## config.mk

```make
export PLATFORM = sky130hd
export DESIGN_NAME = serial_bit_tx_flat
export DESIGN_NICKNAME = d
export VERILOG_FILES = /design/src/rtl/serial_bit_tx_if.sv /design/src/rtl/serial_bit_tx.sv /design/src/flat_wrapper.sv
export SDC_FILE = /design/constraint.sdc
export NUM_CORES = 1
export LEC_CHECK = 0
export CORE_ASPECT_RATIO = 1.1
export CORE_UTILIZATION = 38
export CTS_BUF_LIST = sky130_fd_sc_hd__clkbuf_4
export DETAILED_ROUTE_END_ITERATION = 12
export PLACE_DENSITY = 0.65
export SYNTH_ARGS = -nofsm -noshare
export SYNTH_HDL_FRONTEND = slang
export SYNTH_SLANG_ARGS = --single-unit
```

## constraint.sdc

```tcl
create_clock -name clk -period 4.2 [get_ports clk]
set_clock_uncertainty 0.2 [all_clocks]
set_input_delay 0.84 -clock clk [delete_from_list [all_inputs] [get_ports clk]]
set_output_delay 0.84 -clock clk [all_outputs]
set_load 0.05 [all_outputs]
```

## src/rtl/serial_bit_tx_if.sv

```systemverilog
// serial_bit_tx_if: word handshake and serial-line status bundle for serial_bit_tx
interface serial_bit_tx_if #(parameter int DATA_W = 8);
  logic              tx_valid;
  logic [DATA_W-1:0] tx_data;
  logic              tx_ready;
  logic              tx_out;
  logic              tx_busy;
  logic              tx_done;
  modport master (output tx_valid, tx_data, input tx_ready, tx_out, tx_busy, tx_done);
  modport slave  (input tx_valid, tx_data, output tx_ready, tx_out, tx_busy, tx_done);
endinterface

```

## src/rtl/serial_bit_tx.sv

```systemverilog
// serial_bit_tx: parallel-in serial-out framer (start, LSB-first data, optional even parity, stop)
module serial_bit_tx #(
  parameter int DATA_W       = 8,
  parameter int CLKS_PER_BIT = 4,
  parameter int PARITY_EN    = 1
) (
  input logic          clk,
  input logic          clear,
  serial_bit_tx_if.slave bus
);
  localparam int CW = CLKS_PER_BIT > 1 ? $clog2(CLKS_PER_BIT) : 1;
  localparam int BW = $clog2(DATA_W + 1);
  typedef enum logic [2:0] {IDLE, START, DATA, PARITY, STOP} state_t;
  state_t            state_q, state_d;
  logic [CW-1:0]     cnt_q, cnt_d;
  logic [BW-1:0]     bit_q, bit_d;
  logic [DATA_W-1:0] shift_q, shift_d;
  logic              par_q, par_d;
  logic              out_q, out_d;
  logic              ready_q, ready_d;
  logic              busy_q, busy_d;
  logic              done_q, done_d;
  logic              last;
  always_comb begin
    state_d = state_q;
    cnt_d   = cnt_q;
    bit_d   = bit_q;
    shift_d = shift_q;
    par_d   = par_q;
    last    = cnt_q == CW'(CLKS_PER_BIT - 1);
    if (state_q != IDLE) cnt_d = last ? '0 : cnt_q + 1'b1;
    case (state_q)
      IDLE: if (bus.tx_valid && ready_q) begin
        state_d = START;
        cnt_d   = '0;
        bit_d   = '0;
        shift_d = bus.tx_data;
        par_d   = ^bus.tx_data;
      end
      START: if (last) state_d = DATA;
      DATA: if (last) begin
        shift_d = shift_q >> 1;
        bit_d   = bit_q + 1'b1;
        if (bit_q == BW'(DATA_W - 1)) state_d = PARITY_EN != 0 ? PARITY : STOP;
      end
      PARITY: if (last) state_d = STOP;
      STOP: if (last) state_d = IDLE;
      default: state_d = IDLE;
    endcase
    // outputs are registered, so they are decoded from the next state
    out_d   = state_d == START ? 1'b0 : state_d == DATA ? shift_d[0] : state_d == PARITY ? par_d : 1'b1;
    ready_d = state_d == IDLE;
    busy_d  = !ready_d;
    done_d  = state_d == STOP && cnt_d == CW'(CLKS_PER_BIT - 1);
  end
  always_ff @(posedge clk) begin
    if (clear) begin
      state_q <= IDLE;
      cnt_q   <= '0;
      bit_q   <= '0;
      shift_q <= '0;
      par_q   <= 1'b0;
      out_q   <= 1'b1;
      ready_q <= 1'b1;
      busy_q  <= 1'b0;
      done_q  <= 1'b0;
    end else begin
      state_q <= state_d;
      cnt_q   <= cnt_d;
      bit_q   <= bit_d;
      shift_q <= shift_d;
      par_q   <= par_d;
      out_q   <= out_d;
      ready_q <= ready_d;
      busy_q  <= busy_d;
      done_q  <= done_d;
    end
  end
  assign bus.tx_ready = ready_q;
  assign bus.tx_out   = out_q;
  assign bus.tx_busy  = busy_q;
  assign bus.tx_done  = done_q;
endmodule

```

## src/flat_wrapper.sv

```systemverilog
// flat-port wrapper written by rule: the top's interface ports become plain ports
module serial_bit_tx_flat 
#(
  parameter int DATA_W       = 8,
  parameter int CLKS_PER_BIT = 4,
  parameter int PARITY_EN    = 1
)
  (clk, clear, bus_tx_valid, bus_tx_data, bus_tx_ready, bus_tx_out, bus_tx_busy, bus_tx_done);
  serial_bit_tx_if #(.DATA_W(DATA_W)) bus_i ();
  input logic clk;
  input logic clear;
  input wire logic [$bits(bus_i.tx_valid)-1:0] bus_tx_valid;
  input wire logic [$bits(bus_i.tx_data)-1:0] bus_tx_data;
  output wire logic [$bits(bus_i.tx_ready)-1:0] bus_tx_ready;
  output wire logic [$bits(bus_i.tx_out)-1:0] bus_tx_out;
  output wire logic [$bits(bus_i.tx_busy)-1:0] bus_tx_busy;
  output wire logic [$bits(bus_i.tx_done)-1:0] bus_tx_done;
  assign bus_i.tx_valid = bus_tx_valid;
  assign bus_i.tx_data = bus_tx_data;
  assign bus_tx_ready = bus_i.tx_ready;
  assign bus_tx_out = bus_i.tx_out;
  assign bus_tx_busy = bus_i.tx_busy;
  assign bus_tx_done = bus_i.tx_done;
  serial_bit_tx #(.DATA_W(DATA_W), .CLKS_PER_BIT(CLKS_PER_BIT), .PARITY_EN(PARITY_EN)) u_core (.clk(clk), .clear(clear), .bus(bus_i));
endmodule
```

Word level (Yosys, flattened, before mapping)
Index checks and enable logic that the tools add are counted.
- add/sub/neg operators: 2
- equal/unequal tests: 13
- mux-type cells: 22
- reduce and logical (&&, ||, !) cells: 9
- operators by type and width (operator ; number):
    two-way mux 3 bit ; 6
    two-way mux 8 bit ; 2
    one-hot mux 8 bit (2 select lines) ; 1
    one-hot mux 3 bit (5 select lines) ; 1
    equality test 3 x 2 -> 1 bit, second input constant ; 4
    two-way mux 2 bit ; 4
    two-way mux 4 bit ; 2
    one-hot mux 4 bit (2 select lines) ; 1
    parity 8 bit ; 1
    equality test 3 x 1 -> 1 bit, second input constant ; 2
    equality test 3 bit, second input constant ; 2
    logical NOT 3 bit ; 2
    two-way mux 1 bit ; 5
    adder 4 x 1 -> 4 bit, second input constant ; 1
    equality test 2 bit, second input constant ; 2
    equality test 4 x 3 -> 1 bit, second input constant ; 1
    inequality test 2 x 1 -> 1 bit, second input constant ; 2
    AND reduction 3 bit ; 1
    nonzero test 3 bit ; 1
    adder 2 x 1 -> 2 bit, second input constant ; 1
    logical AND 1 bit ; 2
    nonzero test 2 bit ; 1
    logical NOT 1 bit ; 1
- flip-flop bits (word level): 22
- input port bits: 11
- output and inout port bits: 4
- word-level logic and storage cells: 56

Depth between registers and ports, before layout
Gate-level depths: netlist of the first run.
- word-level depth: 8
- mapped depth: 7
- mapped depth without buffers: 6

Least setup slack after synthesis of the first run
OpenSTA, ideal clock, no wires.
- path type: register -> register
- start: reg u_core.cnt_q[0]
- end: reg u_core.out_q, in the netlist u_core.bus.tx_out
- arrival time: 1.606 ns
- slack: 2.275 ns
- cell stages (with the launch flop): 7
- buffers on the path: 0
- cells stage by stage: dfxtp_1 -> ha_1 -> and4bb_1 -> nand2_1 -> o221a_2 -> o21bai_1 -> a211o_1
- cells in the longest elaborated chain, start to end: 7
- elaborated cells on any way between the ends: 14
- those cells by class: eq/ne: 4; mux: 10
- ends and longest elaborated chain (element ; line ; text):
    start, declared ; serial_bit_tx.sv:15 ; logic [CW-1:0] cnt_q, cnt_d;
    start signal, assigned ; serial_bit_tx.sv:69 ; cnt_q <= cnt_d;
    equality test 2 bit (*) ; serial_bit_tx.sv:30 ; last = cnt_q == CW'(CLKS_PER_BIT - 1);
    two-way mux 3 bit (on tied branches) ; - ;
    one-hot mux 3 bit (5 select lines) ; serial_bit_tx.sv:32 ; case (state_q)
    equality test 3 x 2 -> 1 bit ; serial_bit_tx.sv:51 ; out_d = state_d == START ? 1'b0 : state_d == DATA ? shift_d[0] : state_d == PARITY ? par_d : 1'b1;
    two-way mux 1 bit (2 in a row) ; serial_bit_tx.sv:51 ;
    two-way mux 1 bit (*) ; serial_bit_tx.sv:51 ;
    end signal, assigned ; serial_bit_tx.sv:73 ; out_q <= out_d;
    end, declared ; serial_bit_tx.sv:19 ; logic out_q, out_d;
Mark *: on every way between the ends. The rest lies on a longest branch, timed or not. The select of a mux whose other input is x is not followed.
A chain may end at the register's enable or synchronous reset.

Worst setup path after layout of the first run
- start: reg u_core.ready_q, in the netlist u_core.bus.tx_ready
- end: out bus_tx_ready
- RTL lines (element ; line ; text):
    start, declared ; serial_bit_tx.sv:20 ; logic ready_q, ready_d;
    start signal, assigned ; serial_bit_tx.sv:74 ; ready_q <= ready_d;
    end, declared ; flat_wrapper.sv:14 ; output wire logic [$bits(bus_i.tx_ready)-1:0] bus_tx_ready;
No word-level cell between the ends.

==> results.toml, run 1 <==
[grt]
initial_antenna_violation_count = 0
grt_max_degree = 22
gr-max-usage-layer = "met2"
global_route.usage.met3 = 0.0278
first_global_vias = 752
global_route.usage.total = 0.159
global_route.usage.met1 = 0.202
grt_util_met2 = 0.271
first_pass_grt_wire_length_um = 3240
global_route.overflow_total = 0

[sta]
fmax_mhz = 384
final-max-slew-violation-count = 0
final_period_minus_worst_setup_slack_ps = 2600
slew_headroom = 0.500
unrepaired_setup_endpoints_after_global_routing = "no"
finalCritPeriodShare = 0.620
report.final.setup_viol = 0
finalHoldViolCount = 0
totalNegativeSetupSlack_ps = 0
postLayoutSetupSlackWorst_ps = 1600
timing_worst_slew_pin_value_ps = 747

[finish]
most-common-layout-cells = "22 x sky130_fd_sc_hd__dfxtp_1, 16 x sky130_fd_sc_hd__nand2_1, 14 x sky130_fd_sc_hd__clkdlybuf4s50_1"
nets = 136
layout_cell_share_with_drive_strength_beyond_1 = 0.0656
synth_to_final_area_change_pct = 22.0
insertedDiodeCount = 0
layout_commonest_cell = "sky130_fd_sc_hd__dfxtp_1"

[clocking]
cts_buffers = 3
number_of_sinks_handled_by_clock_tree_synthesis = 22
cts-hold-fix-buffers = 0
postCtsSetupRepairBufs = 0
clock_insertion_delay_worst_skew_ps = 310
cts_buffer_depth = 2
htreeDepth = 1
postCtsResizedCells = 0
cts_tree = "built"
clk_transition_reported_paths_ps = 130
root_buffer_selected_by_cts = "sky130_fd_sc_hd__clkbuf_4"

[worst_setup_path]
crit_path_start_kind = "register"
crit_path_dat_ps = 1560
ff2ff_path_depth = 6
critPathMaxFanout = 4
path_delay_family = "buffers and inverters"
critical_path.n_buffers_inverters = 1
critical_path.max_stage_delay_ps = 830
worst-r2r-setup-slack_ps = 1760
timing_worst_setup_path_type = "register to primary output"
crit_path_cell_trace = "clkdlybuf4s50_1"
critPathSlowestCell = "sky130_fd_sc_hd__clkdlybuf4s50_1"
reg2reg_to = "u_core.bus.tx_out"
regToRegStartpoint = "u_core.cnt_q[0]"
crit_required_ps = 3160
critPathCaptureType = "primary output"

[route]
routed_via_density = 5.36
drt_first_pass_iters = 4
post_drt_wl_per_cell_um = 12.7
drt-total-wl_um = 1930
dr.first_iter.drc_count = 14
postRouteAntennaNets = 0
total_via_count_in_the_routed_design = 814
drc = 0

[floorplan]
die_w_um = 50.1
top_level_ports = 15
die-area_um2 = 2750
row_count = 18
die_height_um = 54.9
core-area_um2 = 2320
initial_core_util = 0.416

[outcome]
status = "completed"

[yosys]
syn_area_um2 = 966
synthArstFlopShare = 0
postSynthNetCount = 121
netlist_top_cells_area = "sky130_fd_sc_hd__dfxtp_1 46%, sky130_fd_sc_hd__xnor2_1 6.3%, sky130_fd_sc_hd__a21oi_1 6.2%, sky130_fd_sc_hd__nand2_1 6.2%, sky130_fd_sc_hd__a22oi_1 5.4%"
netlist.area_leader.share = 0.456
synth_flop_cell = "sky130_fd_sc_hd__dfxtp_1"
synth_area_per_cell_um2 = 8.94
synthCells = 108
yosys_warnings = 0
synth-edff-count = 0
post_synthesis_register_bit_count = 22
synth_area_leader_cell = "sky130_fd_sc_hd__dfxtp_1"
share_of_the_yosys_chip_area_belonging_to_registers = 0.456
synth_cell_type_count = 28

[placement]
place.detailed.hpwl_um = 1410
portBuffers = 14
pre_cts_slack_ps = 1370
gp_congestion = 0.800

[power]
power.density_cell_area_nw_per_um2 = 398
power.static_leakage_nw = 0.422
vdd_drop_max_mv = 0.260

[worst_hold_path]
hold-path-cell-count = 2
hold_start = "u_core.shift_q[2]"
min_delay_worst_endpoint = "u_core.shift_q[2]"
min_path_type = "register to register"

[run]
maxCapViolCount = 0
## state kept, by name, indices dropped and copies added, names as in the netlist
name,flops
u_core.bus.tx_out,1
u_core.state_q,3
u_core.shift_q,8
u_core.par_q,1
u_core.cnt_q,2
u_core.bit_q,4
u_core.bus.tx_done,1
u_core.bus.tx_busy,1
u_core.bus.tx_ready,1
## per-stage QoR
step / std cells / utilization / hold slack, ps / cell area [µm²] / power, mW
final: 152 / 0.508 / 269 / 1180 / 0.469
after global routing: 152 / 0.508 / 296 / 1180 / 0.492
after CTS: 152 / 0.508 / 270 / 1180 / 0.473
after detailed placement: 148 / 0.485 / 251 / 1130 / 0.315
after global placement: 148 / 0.485 / 245 / 1130 / 0.314
after floorplan: 108 / - / 237 / 966 / 0.287
## synth_stat cells (2+ instances only)
cell type / instances
sky130_fd_sc_hd__dfxtp_1: 22
sky130_fd_sc_hd__nand2_1: 16
sky130_fd_sc_hd__a21oi_1: 12
sky130_fd_sc_hd__a22oi_1: 7
sky130_fd_sc_hd__nor2_1: 7
sky130_fd_sc_hd__xnor2_1: 7
sky130_fd_sc_hd__nand2b_1: 5
sky130_fd_sc_hd__nand3_1: 3
sky130_fd_sc_hd__nor3_1: 3
sky130_fd_sc_hd__xor2_1: 3
sky130_fd_sc_hd__a31oi_1: 2
sky130_fd_sc_hd__buf_2: 2
sky130_fd_sc_hd__clkbuf_1: 2
sky130_fd_sc_hd__ha_1: 2
sky130_fd_sc_hd__inv_1: 2
## report_power, final
group          internal (mW)  switching [mW]
logic                 0.0357          0.0452
registers              0.221         0.00778
clock network         0.0964          0.0631
## worst max-delay path by stage
stage / depth (start not counted) / slack (ps) / start / end
floorplan: 6 / 2270 / u_core.cnt_q[0] / u_core.bus.tx_out
global placement: 6 / 1470 / bus_tx_valid / u_core.bus.tx_out
detailed placement: 6 / 1370 / bus_tx_valid / u_core.bus.tx_out
CTS: 1 / 1590 / u_core.bus.tx_ready / bus_tx_ready
global route: 1 / 1550 / u_core.bus.tx_ready / bus_tx_ready
finish: 1 / 1600 / u_core.bus.tx_ready / bus_tx_ready
## cell type report
class,instances,area (µm²)
timing repair buffer,14,140
sequential,22,440
multi-input combinational,80,500
clock inverter,1,30.0
clock buffer,3,22.5
inverter,2,7.51
tap,30,37.5
fill,224,1140
## routing by layer
layer / up-vias / share of wire
met5: - / 0
met1: 381 / 0.49
met4: 0 / 0.013
met3: 5 / 0.024
met2: 12 / 0.47
li1: 416 / -
## cell families after synthesis
family / share of synthesized area
flip-flops: 0.456
AND/OR/NAND/NOR: 0.222
AO/OA/AOI/OAI: 0.180
XOR/XNOR: 0.0907
adder cells (fa/ha/maj): 0.0259
buffers and inverters: 0.0259
Power figures use the tool's default switching activity.
==> run 2, diff against run 1 <==
--- a/config.mk
+++ b/config.mk
@@ -9,7 +9,7 @@
 export CORE_UTILIZATION = 38
 export CTS_BUF_LIST = sky130_fd_sc_hd__clkbuf_4
 export DETAILED_ROUTE_END_ITERATION = 12
-export PLACE_DENSITY = 0.65
+export PLACE_DENSITY = 0.67
 export SYNTH_ARGS = -nofsm -noshare
 export SYNTH_HDL_FRONTEND = slang
 export SYNTH_SLANG_ARGS = --single-unit
==> constraint.sdc (replaced) <==
create_clock -name clk -period 2.3 [get_ports clk]
set_clock_uncertainty 0.2 [all_clocks]
set_input_delay 0.46 -clock clk [delete_from_list [all_inputs] [get_ports clk]]
set_output_delay 0.46 -clock clk [all_outputs]
set_load 0.05 [all_outputs]
==> results.toml, run 2 (synthesized netlist as in run 1, its figures left out) <==
[outcome]
status = "completed"

[sta]
unrepaired_setup_endpoints_after_global_routing = "no"
finalHoldViolCount = 0
fmax_mhz = 451
totalNegativeSetupSlack_ps = 0
final_period_minus_worst_setup_slack_ps = 2220
finalCritPeriodShare = 0.965
timing_worst_slew_pin_value_ps = 513
slew_headroom = 0.657
report.final.setup_viol = 0
final-max-slew-violation-count = 0

[finish]
layout_top_registers = "u_core.shift_q (8), u_core.bit_q (4), u_core.state_q (3)"
nets = 140
synth_to_final_area_change_pct = 25.1
insertedDiodeCount = 0
most-common-layout-cells = "22 x sky130_fd_sc_hd__dfxtp_1, 16 x sky130_fd_sc_hd__nand2_1, 14 x sky130_fd_sc_hd__clkdlybuf4s50_1"
n_fill_cell = 221
max_flop_register = "u_core.shift_q"
largest_register_ffs = 8
layout_commonest_cell = "sky130_fd_sc_hd__dfxtp_1"
layout_cell_share_with_drive_strength_beyond_1 = 0.0952

[clocking]
clock_insertion_delay_worst_skew_ps = 320
cts_buffers = 3
cts_tree = "built"
clk_transition_reported_paths_ps = 130
root_buffer_selected_by_cts = "sky130_fd_sc_hd__clkbuf_4"
postCtsResizedCells = 0
cts_buffer_depth = 2
cts-hold-fix-buffers = 0
number_of_sinks_handled_by_clock_tree_synthesis = 22
htreeDepth = 1
postCtsSetupRepairBufs = 0

[placement]
gp_congestion = 0.752
portBuffers = 14
place.detailed.hpwl_um = 1460

[route]
post_drt_wl_per_cell_um = 12.6
drt-total-wl_um = 1960
drt_first_pass_iters = 4
dr.first_iter.drc_count = 21
routed_via_density = 5.24
drc = 0
total_via_count_in_the_routed_design = 817
postRouteAntennaNets = 0

[grt]
global_route.usage.total = 0.153
global_route.usage.met3 = 0.0194
initial_antenna_violation_count = 0
grt_util_met2 = 0.264
first_pass_grt_wire_length_um = 3140
grt_max_degree = 14
gr-max-usage-layer = "met2"
global_route.overflow_total = 0
global_route.usage.met1 = 0.189
first_global_vias = 733

[worst_setup_path]
path_delay_family = "buffers and inverters"
critical_path.n_buffers_inverters = 1
crit_path_cell_trace = "clkdlybuf4s50_1"
critPathMaxFanout = 4
crit_required_ps = 1640
critPathSlowestCell = "sky130_fd_sc_hd__clkdlybuf4s50_1"
worstSetupStartpoint = "u_core.bus.tx_ready"
crit_path_start_kind = "register"
crit_path_dat_ps = 1560
critical_path.max_stage_delay_ps = 830
regToRegStartpoint = "u_core.cnt_q[0]"
critPathCaptureType = "primary output"
timing_worst_setup_path_type = "register to primary output"

[power]
report.power.total_uw = 870
power.density_cell_area_nw_per_um2 = 720
vdd_drop_max_mv = 0.422
power.static_leakage_nw = 0.443

[floorplan]
top_level_ports = 15
initial_core_util = 0.416
die-area_um2 = 2750
die_w_um = 50.1
die_height_um = 54.9
row_count = 18
core-area_um2 = 2320

[run]
maxCapViolCount = 0

[worst_hold_path]
hold_start = "u_core.shift_q[2]"
min_path_type = "register to register"
-- run 2: cell type report --
type,count,area [µm²],area share
Clock inverter,1,30.0,0.0248
Sequential cell,22,440,0.364
Tap cell,30,37.5,0.0311
Timing Repair Buffer,18,170,0.141
Multi-Input combinational cell,80,500,0.414
Inverter,2,7.51,0.00621
Clock buffer,3,22.5,0.0186
-- run 2: per-stage QoR --
stage                     setup slack, ps  cell area (µm²)   util  cells  hold slack (ps)
after detailed placement              221             1160  0.498    152              254
after global routing                 38.3             1210  0.521    156              282
after floorplan                       375              966      -    108              237
final                                80.7             1210  0.521    156              268
after global placement                264             1160  0.498    152              252
after CTS                            62.4             1210  0.521    156              273
-- run 2: where the power goes --
part | internal, mW | switching [mW] | leakage (nW)
sequential | 0.404 | 0.0137 | 0.180
combinational | 0.0688 | 0.0819 | 0.235
clock | 0.176 | 0.126 | 0.0279
-- run 2: worst min-delay path: cells and delay by family (launching register included) --
| kind | cells | cell delay (ps) |
|---|---|---|
| compound gates | 1 | 50 |
| simple gates | 1 | 50 |
| flops | 1 | 330 |
-- run 2: routing by layer --
layer	vias up	share of wire	wire length, µm
met4	0	0.016	31
met1	383	0.49	955
met5	-	0	0
met3	4	0.029	57
li1	417	-	-
met2	13	0.47	917
-- run 2: final timing paths --
| path | cells past startpoint | endpoint | slack (ps) |
|---|---|---|---|
| worst max register to register | 6 | u_core.bus.tx_out | 320 |
| worst max-delay path | 1 | bus_tx_ready | 80 |
| worst min register to register | 2 | u_core.shift_q[2] | 270 |
| worst min-delay path | 2 | u_core.shift_q[2] | 270 |
==> run 3, diff against run 2 <==
--- a/config.mk
+++ b/config.mk
@@ -5,9 +5,10 @@
 export SDC_FILE = /design/constraint.sdc
 export NUM_CORES = 1
 export LEC_CHECK = 0
+export CAP_MARGIN = 40
 export CORE_ASPECT_RATIO = 1.1
 export CORE_UTILIZATION = 38
-export CTS_BUF_LIST = sky130_fd_sc_hd__clkbuf_4
+export CTS_BUF_LIST = sky130_fd_sc_hd__clkbuf_4 sky130_fd_sc_hd__clkbuf_8 sky130_fd_sc_hd__clkbuf_16
 export DETAILED_ROUTE_END_ITERATION = 12
 export PLACE_DENSITY = 0.67
 export SYNTH_ARGS = -nofsm -noshare
==> results of run 3 <==
The final DEF is identical to that of run 2; final timing and power are the same.
